--- config.mk ---
export PLATFORM = sky130hd
export DESIGN_NAME = gpio_button_reader_flat
export DESIGN_NICKNAME = d
export VERILOG_FILES = /design/src/rtl/gpio_button_reader_pkg.sv /design/src/rtl/gpio_button_reader_if.sv /design/src/rtl/gpio_button_reader_debounce.sv /design/src/rtl/gpio_button_reader.sv /design/src/flat_wrapper.sv
export SDC_FILE = /design/constraint.sdc
export NUM_CORES = 1
export LEC_CHECK = 0
export CAP_MARGIN = 40
export CORE_UTILIZATION = 55
export DETAILED_ROUTE_END_ITERATION = 6
export PLACE_DENSITY = 0.74
export SLEW_MARGIN = 5
export SYNTH_ARGS = -nofsm -noshare
export SYNTH_HDL_FRONTEND = slang
export SYNTH_SLANG_ARGS = --single-unit
--- constraint.sdc ---
create_clock -name clock -period 3 [get_ports clock]
set_input_delay 0.3 -clock clock [delete_from_list [all_inputs] [get_ports clock]]
set_output_delay 0.3 -clock clock [all_outputs]
set_load 0.1 [all_outputs]
--- src/rtl/gpio_button_reader_pkg.sv ---
// rtl/gpio_button_reader_pkg.sv - shared defaults and board button indices
package gpio_pkg;

  localparam int NUM_BUTTONS_DEFAULT     = 5;
  localparam int DEBOUNCE_CYCLES_DEFAULT = 2000000;
  localparam int COUNT_WIDTH_DEFAULT     = 21;
  localparam int INDEX_WIDTH_DEFAULT     = 3;

  localparam int BTN_N = 0;
  localparam int BTN_S = 1;
  localparam int BTN_E = 2;
  localparam int BTN_W = 3;
  localparam int BTN_C = 4;

endpackage

--- src/rtl/gpio_button_reader_if.sv ---
// rtl/gpio_button_reader_if.sv - press event valid/ready port
interface gpio_button_reader_if #(
  parameter int INDEX_WIDTH = 3
);

  logic                   evt_valid;
  logic [INDEX_WIDTH-1:0] evt_index;
  logic                   evt_ready;

  modport master (output evt_valid, output evt_index, input evt_ready);
  modport slave  (input evt_valid, input evt_index, output evt_ready);

endinterface

--- src/rtl/gpio_button_reader_debounce.sv ---
// rtl/gpio_button_reader_debounce.sv - one button: 2-flop sync, hold counter, level and edge pulses
module button_debounce
  import gpio_pkg::*;
#(
  parameter int DEBOUNCE_CYCLES = DEBOUNCE_CYCLES_DEFAULT,
  parameter int COUNT_WIDTH     = COUNT_WIDTH_DEFAULT
) (
  input  logic clock,
  input  logic reset_n,
  input  logic sw,
  output logic level,
  output logic press_pulse,
  output logic release_pulse
);

  localparam logic [COUNT_WIDTH-1:0] LAST_COUNT = COUNT_WIDTH'(DEBOUNCE_CYCLES - 1);

  logic                   sync1;
  logic                   sync2;
  logic [COUNT_WIDTH-1:0] count;

  always_ff @(posedge clock) begin
    if (!reset_n) begin
      sync1         <= 1'b0;
      sync2         <= 1'b0;
      count         <= '0;
      level         <= 1'b0;
      press_pulse   <= 1'b0;
      release_pulse <= 1'b0;
    end else begin
      sync1         <= sw;
      sync2         <= sync1;
      press_pulse   <= 1'b0;
      release_pulse <= 1'b0;
      // Any sample agreeing with the current level restarts the hold window.
      if (sync2 == level) begin
        count <= '0;
      end else if (count == LAST_COUNT) begin
        level         <= sync2;
        count         <= '0;
        press_pulse   <= sync2;
        release_pulse <= !sync2;
      end else begin
        count <= count + 1'b1;
      end
    end
  end

endmodule

--- src/rtl/gpio_button_reader.sv ---
// rtl/gpio_button_reader.sv - debounced pushbuttons with a one-deep-per-button press event queue
module gpio_button_reader
  import gpio_pkg::*;
#(
  parameter int NUM_BUTTONS     = NUM_BUTTONS_DEFAULT,
  parameter int DEBOUNCE_CYCLES = DEBOUNCE_CYCLES_DEFAULT,
  parameter int COUNT_WIDTH     = COUNT_WIDTH_DEFAULT,
  parameter int INDEX_WIDTH     = INDEX_WIDTH_DEFAULT
) (
  input  logic                   clock,
  input  logic                   reset_n,
  input  logic [NUM_BUTTONS-1:0] gpio_sw,
  output logic [NUM_BUTTONS-1:0] btn_level,
  output logic [NUM_BUTTONS-1:0] btn_press,
  output logic [NUM_BUTTONS-1:0] btn_release,
  gpio_button_reader_if.master   evt,
  output logic                   overflow
);

  for (genvar i = 0; i < NUM_BUTTONS; i++) begin : g_channel
    button_debounce #(
      .DEBOUNCE_CYCLES(DEBOUNCE_CYCLES),
      .COUNT_WIDTH    (COUNT_WIDTH)
    ) u_debounce (
      .clock        (clock),
      .reset_n      (reset_n),
      .sw           (gpio_sw[i]),
      .level        (btn_level[i]),
      .press_pulse  (btn_press[i]),
      .release_pulse(btn_release[i])
    );
  end

  logic [NUM_BUTTONS-1:0] pending;
  logic [NUM_BUTTONS-1:0] candidates;
  logic [NUM_BUTTONS-1:0] take_mask;
  logic [NUM_BUTTONS-1:0] pending_next;
  logic [INDEX_WIDTH-1:0] sel;
  logic                   load;
  logic                   lost;

  // A fresh press may go straight into an empty slot, so presses join the candidates.
  always_comb begin
    candidates = pending | btn_press;
    sel        = '0;
    for (int i = NUM_BUTTONS - 1; i >= 0; i--) begin
      if (candidates[i]) sel = INDEX_WIDTH'(i);
    end
    load      = (!evt.evt_valid || evt.evt_ready) && (|candidates);
    take_mask = '0;
    for (int i = 0; i < NUM_BUTTONS; i++) begin
      take_mask[i] = load && (sel == INDEX_WIDTH'(i));
    end
    // A press coinciding with its pending bit being loaded re-arms the bit.
    pending_next = (pending & ~take_mask) | (btn_press & ~(take_mask & ~pending));
    lost         = |(btn_press & pending & ~take_mask);
  end

  always_ff @(posedge clock) begin
    if (!reset_n) begin
      pending       <= '0;
      evt.evt_valid <= 1'b0;
      evt.evt_index <= '0;
      overflow      <= 1'b0;
    end else begin
      pending <= pending_next;
      if (lost) overflow <= 1'b1;
      if (load) begin
        evt.evt_valid <= 1'b1;
        evt.evt_index <= sel;
      end else if (evt.evt_valid && evt.evt_ready) begin
        evt.evt_valid <= 1'b0;
      end
    end
  end

endmodule

--- src/flat_wrapper.sv ---
// flat-port wrapper written by rule: the top's interface ports become plain ports
module gpio_button_reader_flat import gpio_pkg::*;
#(
  parameter int NUM_BUTTONS     = NUM_BUTTONS_DEFAULT,
  parameter int DEBOUNCE_CYCLES = DEBOUNCE_CYCLES_DEFAULT,
  parameter int COUNT_WIDTH     = COUNT_WIDTH_DEFAULT,
  parameter int INDEX_WIDTH     = INDEX_WIDTH_DEFAULT
)
  (clock, reset_n, gpio_sw, btn_level, btn_press, btn_release, overflow, evt_evt_valid, evt_evt_index, evt_evt_ready);
  gpio_button_reader_if #(.INDEX_WIDTH(INDEX_WIDTH)) evt_i ();
  input  logic clock;
  input  logic reset_n;
  input  logic [NUM_BUTTONS-1:0] gpio_sw;
  output logic [NUM_BUTTONS-1:0] btn_level;
  output logic [NUM_BUTTONS-1:0] btn_press;
  output logic [NUM_BUTTONS-1:0] btn_release;
  output logic overflow;
  output wire logic [$bits(evt_i.evt_valid)-1:0] evt_evt_valid;
  output wire logic [$bits(evt_i.evt_index)-1:0] evt_evt_index;
  input wire logic [$bits(evt_i.evt_ready)-1:0] evt_evt_ready;
  assign evt_evt_valid = evt_i.evt_valid;
  assign evt_evt_index = evt_i.evt_index;
  assign evt_i.evt_ready = evt_evt_ready;
  gpio_button_reader #(.NUM_BUTTONS(NUM_BUTTONS), .DEBOUNCE_CYCLES(DEBOUNCE_CYCLES), .COUNT_WIDTH(COUNT_WIDTH), .INDEX_WIDTH(INDEX_WIDTH)) u_core (.clock(clock), .reset_n(reset_n), .gpio_sw(gpio_sw), .btn_level(btn_level), .btn_press(btn_press), .btn_release(btn_release), .evt(evt_i), .overflow(overflow));
endmodule
# Word level (Yosys, flattened, before mapping)
# Cells that the tools add are included.
dict set report word_totals {
  register_bits 140
  in_bits 8
  output_inout_bits 20
}
dict set report op_classes {
  addsub 5
  eq_ne 14
  muxes 7
  bitwise 21
  n_reduce_logical 33
}
# cell n
set ops {}
lappend ops {{21-bit by 1-bit adder with 21-bit output (second input constant)} 5}
lappend ops {{21-bit == test (second input constant)} 5}
lappend ops {{3-bit OR reduction} 10}
lappend ops {{5-bit AND} 5}
lappend ops {{3-bit 2-to-1 mux} 5}
lappend ops {{5-bit NOT} 3}
lappend ops {{1-bit NOT} 11}
lappend ops {{5-bit OR} 2}
lappend ops {{2-bit AND reduction} 5}
lappend ops {{5-bit OR reduction} 2}
lappend ops {{1-bit logical AND} 7}
lappend ops {{3-bit by 2-bit == test with 1-bit output (second input constant)} 2}
lappend ops {{1-bit zero test} 6}
lappend ops {{1-bit == test} 5}
lappend ops {{3-bit by 1-bit == test with 1-bit output (second input constant)} 1}
lappend ops {{3-bit == test (second input constant)} 1}
lappend ops {{3-bit zero test} 1}
lappend ops {{1-bit 2-to-1 mux} 2}
lappend ops {{2-bit nonzero test} 1}
lappend ops {{1-bit logical OR} 1}

# Longest topological paths before layout
# Gate-level depths: netlist of the first run.
dict set report depth {
  word_depth 12
  depth_mapped 7
}

# Hierarchy
# From an unflattened synthesis of the first run, not the netlist that was laid out.
dict set report unflattened {
  hier_cells 685
  area_unflattened_um2 6238.5
}
# module n_inst cells_per_inst area_per_inst_um2 seq_area_each_um2
set by_module_without_submodules {}
lappend by_module_without_submodules {{button_debounce (u_core.g_channel[0].u_debounce ...)} 3 126 1158.6 520.5}
lappend by_module_without_submodules {{button_debounce (u_core.g_channel[4].u_debounce)} 1 126 1146.1 520.5}
lappend by_module_without_submodules {{button_debounce (u_core.g_channel[2].u_debounce)} 1 127 1131.1 520.5}
lappend by_module_without_submodules {gpio_button_reader 1 54 485.5 200.2}

# Worst setup path before layout of the first run
# Ideal clock, no wire load.
dict set report synth_path {
  path_kind {register to register}
  startpoint {register u_core.g_channel[0].u_debounce.count[9]}
  endpoint {register u_core.g_channel[0].u_debounce.count[16]}
  arrival_ns 1.754
  required_time_ns 2.875
  setup_slack_ns 1.120
  stages_incl_launch_ff 6
  n_path_buf 1
  period_less_slack_ns 1.880
  cell_sequence {dfxtp_1 -> or4_1 -> or4_4 -> o211ai_2 -> buf_4 -> a21oi_1}
}
dict set report synth_between {
  elab_chain_cells 2
  word_cells_on_any_way 3
  classes_between {add/sub (1); eq/ne (1); reduce/logical (1)}
}
# element line
set synth_lines {}
lappend synth_lines {{from (decl)} gpio_button_reader_debounce.sv:20} ;# logic [COUNT_WIDTH-1:0] count;
lappend synth_lines {{from (signal assigned)} gpio_button_reader_debounce.sv:44} ;# count <= count + 1'b1;
lappend synth_lines {{branches (longest 2 deep; another with 21-bit by 1-bit adder with 21-bit output)} n/a}
# Parallel ways; which one is timed is not known.
# A chain may end at the register's enable or synchronous reset.

# Worst setup path in the final report of the first run
dict set report layout_path {
  startpoint {register u_core.g_channel[4].u_debounce.count[0]}
  endpoint {register u_core.g_channel[4].u_debounce.count[16]}
}
dict set report layout_between {
  elab_chain_cells 2
  word_cells_on_any_way 3
  classes_between {add/sub (1); eq/ne (1); reduce/logical (1)}
}
# element line
set layout_lines {}
lappend layout_lines {{from (decl)} gpio_button_reader_debounce.sv:20}
lappend layout_lines {{from (signal assigned)} gpio_button_reader_debounce.sv:44}
lappend layout_lines {{branches (longest 2 deep; another with 21-bit by 1-bit adder with 21-bit output)} n/a}
# Parallel ways; which one is timed is not known.

==> results_dict.tcl, run 1 <==
set metrics [dict create \
    crit_path_max_incr_delay_ns 0.64 \
    worst_hold_path_depth 2 \
    start_util 0.5647 \
    detail_route.vias_per_cell 5.635 \
    cts_setup_buffers 0 \
    die_x_um 107.7 \
    timing.critical_path.cells "ha_1, nand4_1, or4_1, or3_1, a21oi_1" \
    grt_setup_unrepaired "false" \
    synthesis_to_layout_area_growth_pct 15.79 \
    grt_start_max_net_pins 22 \
    postPlaceCellArea_um2 6484 \
    globalRouteOverflowTotal 0 \
    status "finished clean" \
    grt_antenna_before_repair 0 \
    period_needed_ns 2.050 \
    critical_path_fanout_max 6 \
    cts.repair.resized 0 \
    final_design_area_excluding_fillers_um2 7119 \
    cellPowerDensity_nw_per_um2 582.2 \
    detailroute.via_count 5015 \
    fraction_of_layout_cells_with_a_size_suffix_above_1 0.08800 \
    ys_dominant_reg_cell "dfxtp_1" \
    gp_routability_congestion 0.8197 \
    worstReg2RegStart "u_core.g_channel[4].u_debounce.count[0]" \
    tritoncts "yes" \
    worst_path_max_delay_cell "or4_1" \
    maxSlewHeadroom 0.4632 \
    finalNetCount 751 \
    wl_per_cell_um 13.64 \
    mostFrequentLayoutCells "dfxtp_1, nor2_1, nand2_1" \
    post_synth_num_cell_types 46 \
    synth_top_area_share 0.4558 \
    worst_r2r_endpoint "u_core.g_channel[4].u_debounce.count[16]" \
    mappedNetlistArea_um2 6148 \
    arrival_ns 2.51 \
    fin_tns_setup_ns 0 \
    worst_setup_path_start_kind "flop" \
    insertedDiodeCount 0 \
    holdBufCountCts 0 \
    leakage_nw 2.296 \
    end_kind "flop" \
    worstHoldStart "gpio_sw[0]" \
    cts.htree.levels 4 \
    required_ns 3.46 \
    synth_edf_count 0 \
    fillers 880 \
    synthesis.nets 727 \
    clock.fmax_mhz 487.8 \
    root_buffer "clkbuf_8" \
    grt.total_usage 0.2192 \
    pin_count 28 \
    syn_inst_count 714 \
    mostFrequentLayoutCell "dfxtp_1" \
    tightest_slew_ns 0.7979 \
    yosysWarningCount 0 \
    grt_first_pass_wirelength_mm 20.01 \
    drv_slew 0 \
    syn_area_per_cell_um2 8.611 \
    finalSetupViolCount 0 \
    clock_tree.buffer_depth 2 \
    flop_and_latch_count_out_of_synthesis 140 \
    min_path_type "in -> reg" \
    postRouteWirelength_mm 12.14 \
    ir_drop_uv 662.1 \
    drt_drc_violations_left 0 \
    ys_async_sr_fraction 0 \
    r2r_setup_slk_ns 0.95 \
    first_pass_iters 5 \
    hold_endpoint "u_core.g_channel[0].u_debounce.sync1" \
    hold_viol 0 \
    clk_pin_slew_ns 0.06 \
    share_of_the_yosys_chip_area_belonging_to_registers 0.4558 \
    core_region_area_um2 10890 \
    synthDominantAreaCellType "dfxtp_1" \
    rows 38 \
    num_clock_sinks 140 \
    synth.top_cells.by_area "dfxtp_1, xnor2_1, nor2_1, a21oi_1, xor2_1" \
    worstRegToRegCells 5 \
    design.die.area_um2 11610 \
    numPortBuffers 27 \
    fin_skew_ns 0.004463 \
    hpwl_mm 8.409 \
    post-route-period-util 0.6834 \
    drt.antenna.violating_nets 0 \
    via_count_of_the_first_global_routing_pass 4575 \
    maxCapViolCount 0 \
    chipHeight_um 107.7 \
    drt_first_iter_violations 293 \
    clk_latency_ns 0.52 \
    numCtsBuffers 17 \
    critical_path_class "reg -> reg" \
]
flip-flops by register name, summed over array words and instances (netlist names), 3 cells and up:
name and cells:
u_core.g_channel.u_debounce.count 105, u_core.g_channel.u_debounce.level 5, u_core.g_channel.u_debounce.press_pulse 5, u_core.g_channel.u_debounce.release_pulse 5, u_core.g_channel.u_debounce.sync1 5, u_core.g_channel.u_debounce.sync2 5, u_core.pending 5, u_core.evt.evt_index 3
cell usage after synthesis (4+ instances only):
cell type and number:
a21oi_1 42, and2_1 14, and3_1 24, and4_1 6, buf_4 17, clkbuf_1 15
dfxtp_1 140, ha_1 5, inv_1 22, nand2_1 48, nand3_1 40, nand4_1 20
nor2_1 88, nor2b_1 6, nor3_1 16, nor4_1 17, nor4bb_1 4, o21ai_0 37
o221ai_1 4, o31ai_1 8, or3_1 30, or4_1 15, xnor2_1 38, xor2_1 23
stage by stage:
step	worst slack (ns)	instances	utilization	power (mW)	hold slack, ns
floorplan	1.120	714	-	1.937	0.4119
global placement	1.026	854	0.5886	1.957	0.4159
detailed placement	0.9638	859	0.5955	1.959	0.4216
CTS	0.9635	890	0.6539	4.186	0.3769
global route	0.7971	890	0.6539	4.282	0.3662
finish	0.9498	890	0.6539	4.145	0.3896
area by class of cell:
| type | count | area [um2] | share of cell area |
|---|---|---|---|
| clock buffer | 19 | 441.7 | 0.06204 |
| tap | 140 | 175.2 | 0.02460 |
| clock inverter | 12 | 193.9 | 0.02724 |
| multi-input combinational | 517 | 3059 | 0.4297 |
| inverter | 23 | 86.33 | 0.01213 |
| timing repair buffer | 39 | 360.3 | 0.05062 |
| sequential | 140 | 2803 | 0.3937 |
where the power goes:
group	switching [mW]	internal [mW]	total (mW)
Clock	0.759	1.47	2.23
Sequential	0.00419	1.87	1.87
Combinational	0.0269	0.0190	0.0458
worst max-delay path, delay by kind of cell (launching register included):
kind	cells	cell delay (ns)
adder cells (fa/ha/maj)	1	0.23
flip-flops	1	0.40
AO/OA/AOI/OAI	1	0.14
AND/OR/NAND/NOR	3	1.22
kinds of logic (layout without fill, tap and decap cells):
group / count (synthesis) / after routing / synth area share
XOR/XNOR: 61 / 61 / 0.08689
adder cells (fa/ha/maj): 8 / 8 / 0.01506
flip-flops: 140 / 140 / 0.4558
AND/OR/NAND/NOR: 346 / 346 / 0.3014
buffers and inverters: 57 / 93 / 0.04660
AO/OA/AOI/OAI: 102 / 102 / 0.09422
worst max path at each step:
stage                                                           from                                       end  slack (ns)  depth (start not counted)
after floorplan              u_core.g_channel[0].u_debounce.count[9]  u_core.g_channel[0].u_debounce.count[16]        1.12                          5
after global placement       u_core.g_channel[4].u_debounce.count[0]  u_core.g_channel[4].u_debounce.count[14]        1.03                          5
after detailed placement     u_core.g_channel[0].u_debounce.count[9]   u_core.g_channel[0].u_debounce.count[2]        0.96                          5
after CTS                    u_core.g_channel[4].u_debounce.count[0]  u_core.g_channel[4].u_debounce.count[16]        0.96                          5
after global routing      u_core.g_channel[2].u_debounce.press_pulse                         u_core.pending[3]        0.80                          4
final                        u_core.g_channel[4].u_debounce.count[0]  u_core.g_channel[4].u_debounce.count[16]        0.95                          5
layer usage:
layer  GRT usage  part of all wire  vias up
li1            -                 -     2570
met1      0.2602              0.47     2366
met2      0.3681              0.49       70
met3     0.07809             0.032        9
met4     0.06849            0.0082        0
met5           0                 0        -
Note: power is estimated with default switching activity, not from simulation.
==> run 2: changes to the inputs <==
- CORE_UTILIZATION: 55 -> 54
- PLACE_DENSITY: 0.74 -> 0.75
- clock period: 3 -> 1.7 ns (I/O delays scaled with it)
==> run 2 against run 1 <==
The flow now finishes with violations (negative setup slack). Register-to-register slack worse by 1.2 ns. Sequential cell count unchanged. Clock skew is essentially flat. Power is 71% higher. Maximum frequency rose by 6.5%. Worst setup slack worse by 1.2 ns. Clock power rose by 65%. Worst hold slack worse by 0.022 ns. Via count increased by 14%. Critical path depth did not move. Combinational power rose to 2.6 times the previous value. Critical endpoint is now u_core.g_channel[0].u_debounce.count[9].
==> results_dict.tcl, run 2 (synthesized netlist as in run 1, its figures left out) <==
set metrics [dict create \
    status "complete, but fails checks" \
    violations "negative setup slack" \
    cellPowerDensity_nw_per_um2 845.6 \
    cts.htree.levels 4 \
    rows 38 \
    dr.max_layer_used "met4" \
    die_x_um 108.7 \
    post-place-cells 933 \
    hpwl_mm 9.699 \
    grt_antenna_before_repair 0 \
    required_ns 2.00 \
    start_util 0.5598 \
    design.die.area_um2 11820 \
    crit_path_max_incr_delay_ns 0.54 \
    min_path_type "in -> reg" \
    critical_path_class "reg -> reg" \
    clk_pin_slew_ns 0.05 \
    worstRegToRegCells 5 \
    grt.total_usage 0.2500 \
    clock.fmax_mhz 519.6 \
    post-route-period-util 1.132 \
    finalSetupViolCount 37 \
    wl_per_cell_um 15.76 \
    timing.critical_path.cells "or4_1, or4_4, o211ai_2, buf_4, nor2_1" \
    clock_tree.buffer_depth 2 \
    worst_path_max_delay_cell "or4_4" \
    chipHeight_um 108.7 \
    synthesis_to_layout_area_growth_pct 36.63 \
    arrival_ns 2.23 \
    drt_first_iter_violations 314 \
    hold_viol 0 \
    drv_slew 0 \
    worst_setup_path_start_kind "flop" \
    clk_latency_ns 0.41 \
    wl_met2_mm 8.192 \
    critical_path_fanout_max 9 \
    numPortBuffers 27 \
    fin_skew_ns 0.004212 \
    grt_setup_unrepaired "true" \
    ir_drop_uv 894.0 \
    globalRouteOverflowTotal 0 \
    mostFrequentLayoutCell "dfxtp_1" \
    via_count_of_the_first_global_routing_pass 5392 \
    num_clock_sinks 140 \
    routed-wl-met3_um 585 \
    finalNetCount 850 \
    grt_start_max_net_pins 29 \
    numCtsBuffers 17 \
    drt.antenna.violating_nets 0 \
    postRouteWirelength_mm 15.58 \
    insertedDiodeCount 0 \
    met1Wirelength_mm 6.476 \
    largest-register "u_core.g_channel.u_debounce.count" \
    worst_slack_placed_ns -0.2303 \
    period_needed_ns 1.925 \
    tritoncts "yes" \
    post-route-worst-setup-slack_ns -0.2247 \
    fraction_of_layout_cells_with_a_size_suffix_above_1 0.3051 \
    leakage_nw 2.897 \
    detail_route.vias_per_cell 5.760 \
    detailroute.via_count 5697 \
    core_region_area_um2 10980 \
    drt_drc_violations_left 0 \
    grt_first_pass_wirelength_mm 23.28 \
    number_of_flip_flops_in_the_largest_register 105 \
    pin_count 28 \
    root_buffer "clkbuf_16" \
    worst_hold_path_depth 2 \
    mostFrequentLayoutCells "dfxtp_1, buf_4, nor2_1" \
    gp_routability_congestion 0.8344 \
    end_kind "flop" \
    tightest_slew_ns 0.3790 \
    maxSlewHeadroom 0.7468 \
    maxCapViolCount 0 \
    stdcell_count 989 \
    first_pass_iters 5 \
]
==> run 2: changes by cell type in the layout (fill, tap and decap cells not counted), moves of 9 or more <==
cell,previous run,this run
dfxtp_1,140,112
dfxtp_2,0,20
a21oi_2,0,12
nor2_1,88,79
a21oi_1,42,30
buf_12,0,13
buf_4,22,106
==> run 2: worst paths after layout <==
check,start,to,slack (ns)
worst min-delay path,gpio_sw[3],u_core.g_channel[3].u_debounce.sync1,0.37
worst max register to register,u_core.g_channel[0].u_debounce.count[9],u_core.g_channel[0].u_debounce.count[9],-0.22
worst min register to register,u_core.g_channel[2].u_debounce.sync1,u_core.g_channel[2].u_debounce.sync2,0.43
worst max-delay path,u_core.g_channel[0].u_debounce.count[9],u_core.g_channel[0].u_debounce.count[9],-0.22
==> run 2: repair_timing <==
| action | CTS | global route |
|---|---|---|
| hold buffers | 0 | 0 |
| pin swaps | 10 | 42 |
| resized for setup | 19 | 89 |
| endpoints found under the setup margin | 66 | 113 |
| buffers inserted | 9 | 10 |
| gates cloned | 1 | 5 |
==> run 2: through the flow <==
| step | util | cell area [um2] | hold slack (ns) | setup TNS (ns) | total power, mW |
|---|---|---|---|---|---|
| 2_1_floorplan | - | 6252 | 0.2973 | -3.573 | 3.421 |
| 3_3_place_gp | 0.6574 | 7221 | 0.4123 | -4.418 | 3.465 |
| 3_5_place_dp | 0.6574 | 7221 | 0.4179 | -5.116 | 3.468 |
| 4_1_cts | 0.7262 | 7976 | 0.3519 | -4.942 | 7.136 |
| 5_1_grt | 0.7649 | 8401 | 0.3644 | -8.849 | 7.296 |
| 6_report | 0.7649 | 8401 | 0.3671 | -5.295 | 7.104 |
==> run 2: critical path: cells and delay by family (launching register included) <==
| family | cells | cell delay [ns] |
|---|---|---|
| AO/OA/AOI/OAI | 1 | 0.20 |
| buffers and inverters | 1 | 0.19 |
| flip-flops | 1 | 0.31 |
| AND/OR/NAND/NOR | 3 | 1.11 |
==> run 2: cell type report <==
class / count / area, um2
multi-input combinational: 518 / 3452
sequential: 140 / 2858
clock inverter: 8 / 115.1
clock buffer: 23 / 478.0
tap: 140 / 175.2
timing repair buffer: 137 / 1236
inverter: 23 / 86.33
fill: 687 / 2582
==> run 2: where the power goes <==
group          total (mW)  internal (mW)  switching, mW
sequential           3.29           3.29        0.00787
combinational       0.117         0.0550         0.0624
clock                3.69           2.40           1.29
total                7.10           5.74           1.36
==> run 2: layer usage <==
layer	GRT usage	vias up
met5	0	-
met4	0.09073	0
met3	0.05977	30
met2	0.4616	133
met1	0.2766	2758
li1	-	2776
==> run 3: changes to the inputs <==
- CORE_MARGIN: not set -> 5
==> run 3 against run 2 <==
The run still ends with negative setup slack left. Final area decreased by 0.12%. Via count decreased by 1.8%. Sequential cell count unchanged. Power decreased by 1.3%. Maximum frequency decreased by 0.11%. Global-route usage decreased by 3.3 points. Utilization decreased by 2.0 points. Clock skew increased by 0.0029 ns. Critical path type unchanged. Largest power group unchanged.
==> results_dict.tcl, run 3 (synthesized netlist as in run 1, its figures left out) <==
set metrics [dict create \
    ir_drop_uv 1035 \
    numCtsBuffers 17 \
    fillers 764 \
    cts.htree.levels 4 \
    critical_path_class "reg -> reg" \
    fin_skew_ns 0.007072 \
    core_region_area_um2 11270 \
    clk_latency_ns 0.41 \
    drt_drc_violations_left 0 \
    via_count_of_the_first_global_routing_pass 5382 \
    finalSetupViolCount 36 \
    tightest_slew_ns 0.4702 \
    finalNetCount 845 \
    hold_viol 0 \
    required_ns 2.00 \
    clk_pin_slew_ns 0.06 \
    grt.total_usage 0.2165 \
    detail_route.vias_per_cell 5.671 \
    period_needed_ns 1.927 \
    hpwl_mm 9.843 \
    worst_slack_placed_ns -0.2338 \
    violations "negative setup slack" \
    timing.hold.ws_ns 0.3397 \
    postRouteWirelength_mm 15.44 \
    num_clock_sinks 140 \
    post-place-cells 934 \
    fraction_of_layout_cells_with_a_size_suffix_above_1 0.2986 \
    status "complete, but fails checks" \
    drv_slew 0 \
    clock_tree.buffer_depth 2 \
    maxCapViolCount 0 \
    post-route-worst-setup-slack_ns -0.2268 \
    chipHeight_um 116.7 \
    design.die.area_um2 13620 \
    leakage_nw 2.871 \
    arrival_ns 2.22 \
    critical_path_fanout_max 21 \
    cellPowerDensity_nw_per_um2 835.6 \
    end_kind "flop" \
    grt_first_pass_wirelength_mm 23.80 \
    number_of_flip_flops_in_the_largest_register 105 \
    post-route-period-util 1.133 \
    maxSlewHeadroom 0.6836 \
    globalRouteOverflowTotal 0 \
    drt.antenna.violating_nets 0 \
    fin_tns_setup_ns -5.676 \
    pin_count 28 \
    finish.utilization 0.7444 \
    design_power_total_mw 7.011 \
    stdcell_count 987 \
    mostFrequentLayoutCell "dfxtp_1" \
    holdBufCountCts 0 \
    detailroute.via_count 5597 \
    rows 39 \
    gp_routability_congestion 0.8248 \
    worst_setup_path_start_kind "flop" \
    insertedDiodeCount 0 \
    start_util 0.5455 \
    drt_first_iter_violations 542 \
    wl_per_cell_um 15.64 \
    grt_setup_unrepaired "true" \
    grt_start_max_net_pins 22 \
    clock.fmax_mhz 519.0 \
    final_design_area_excluding_fillers_um2 8391 \
    root_buffer "clkbuf_16" \
    postPlaceCellArea_um2 7234 \
    first_pass_iters 6 \
    mostFrequentLayoutCells "dfxtp_1, buf_4, nor2_1" \
    grt_antenna_before_repair 0 \
    min_path_type "in -> reg" \
    largest-register "u_core.g_channel.u_debounce.count" \
    die_x_um 116.7 \
    tritoncts "yes" \
    numPortBuffers 27 \
    synthesis_to_layout_area_growth_pct 36.47 \
]
## run 3: cell count changes in the layout (fill, tap and decap cells not counted), moves of 2 or more
cell | before | now
buf_4 | 106 | 102
buf_6 | 8 | 6
clkbuf_16 | 17 | 19
clkbuf_4 | 2 | 0
dfxtp_2 | 20 | 24
dfxtp_4 | 8 | 5
nand2_2 | 0 | 2
nor2_1 | 79 | 82
nor2_2 | 5 | 2
nor4bb_1 | 3 | 1
or3_1 | 22 | 24
or3_4 | 8 | 6
or4_4 | 9 | 7
## run 3: layer usage
layer / global-route usage / vias up / routed length, um
met4: 0.08257 / 0 / 279
met2: 0.3709 / 142 / 8097
met1: 0.2578 / 2671 / 6420
met5: 0 / - / 0
li1: - / 2756 / -
met3: 0.06010 / 28 / 641
## run 3: power by group
part	internal [mW]	total, mW	switching, mW
logic	0.0573	0.120	0.0630
registers	3.29	3.30	0.00982
clock network	2.29	3.59	1.30
## run 3: worst paths after layout
| check | startpoint | endpoint | slack (ns) | cells after the start |
|---|---|---|---|---|
| worst max-delay path | u_core.g_channel[0].u_debounce.count[9] | u_core.g_channel[0].u_debounce.count[19] | -0.23 | 5 |
| worst min-delay path | gpio_sw[2] | u_core.g_channel[2].u_debounce.sync1 | 0.34 | 2 |
| worst min register to register | u_core.g_channel[1].u_debounce.sync1 | u_core.g_channel[1].u_debounce.sync2 | 0.44 | 1 |
| worst max register to register | u_core.g_channel[0].u_debounce.count[9] | u_core.g_channel[0].u_debounce.count[19] | -0.23 | 5 |
## run 3: repair_timing
| action | in CTS | in global routing |
|---|---|---|
| resized for setup | 10 | 88 |
| endpoints found under the setup margin | 52 | 102 |
| cloned | 0 | 6 |
| pin swaps | 9 | 36 |
| buffers inserted | 5 | 11 |
## run 3: layout make-up
| type | count | area (um2) | area share |
|---|---|---|---|
| inverter | 23 | 86.33 | 0.01029 |
| sequential | 140 | 2851 | 0.3398 |
| timing repair buffer | 132 | 1239 | 0.1476 |
| multi-input combinational | 518 | 3456 | 0.4119 |
| tap | 143 | 178.9 | 0.02132 |
| clock buffer | 24 | 491.7 | 0.05860 |
| clock inverter | 7 | 87.58 | 0.01044 |
## run 3: critical path: stages, from the launching register on
cell and delay [ns]:
dfxtp_2 0.31, or4_1 0.50, or4_4 0.56, o211ai_4 0.20, buf_12 0.18, a21oi_1 0.05
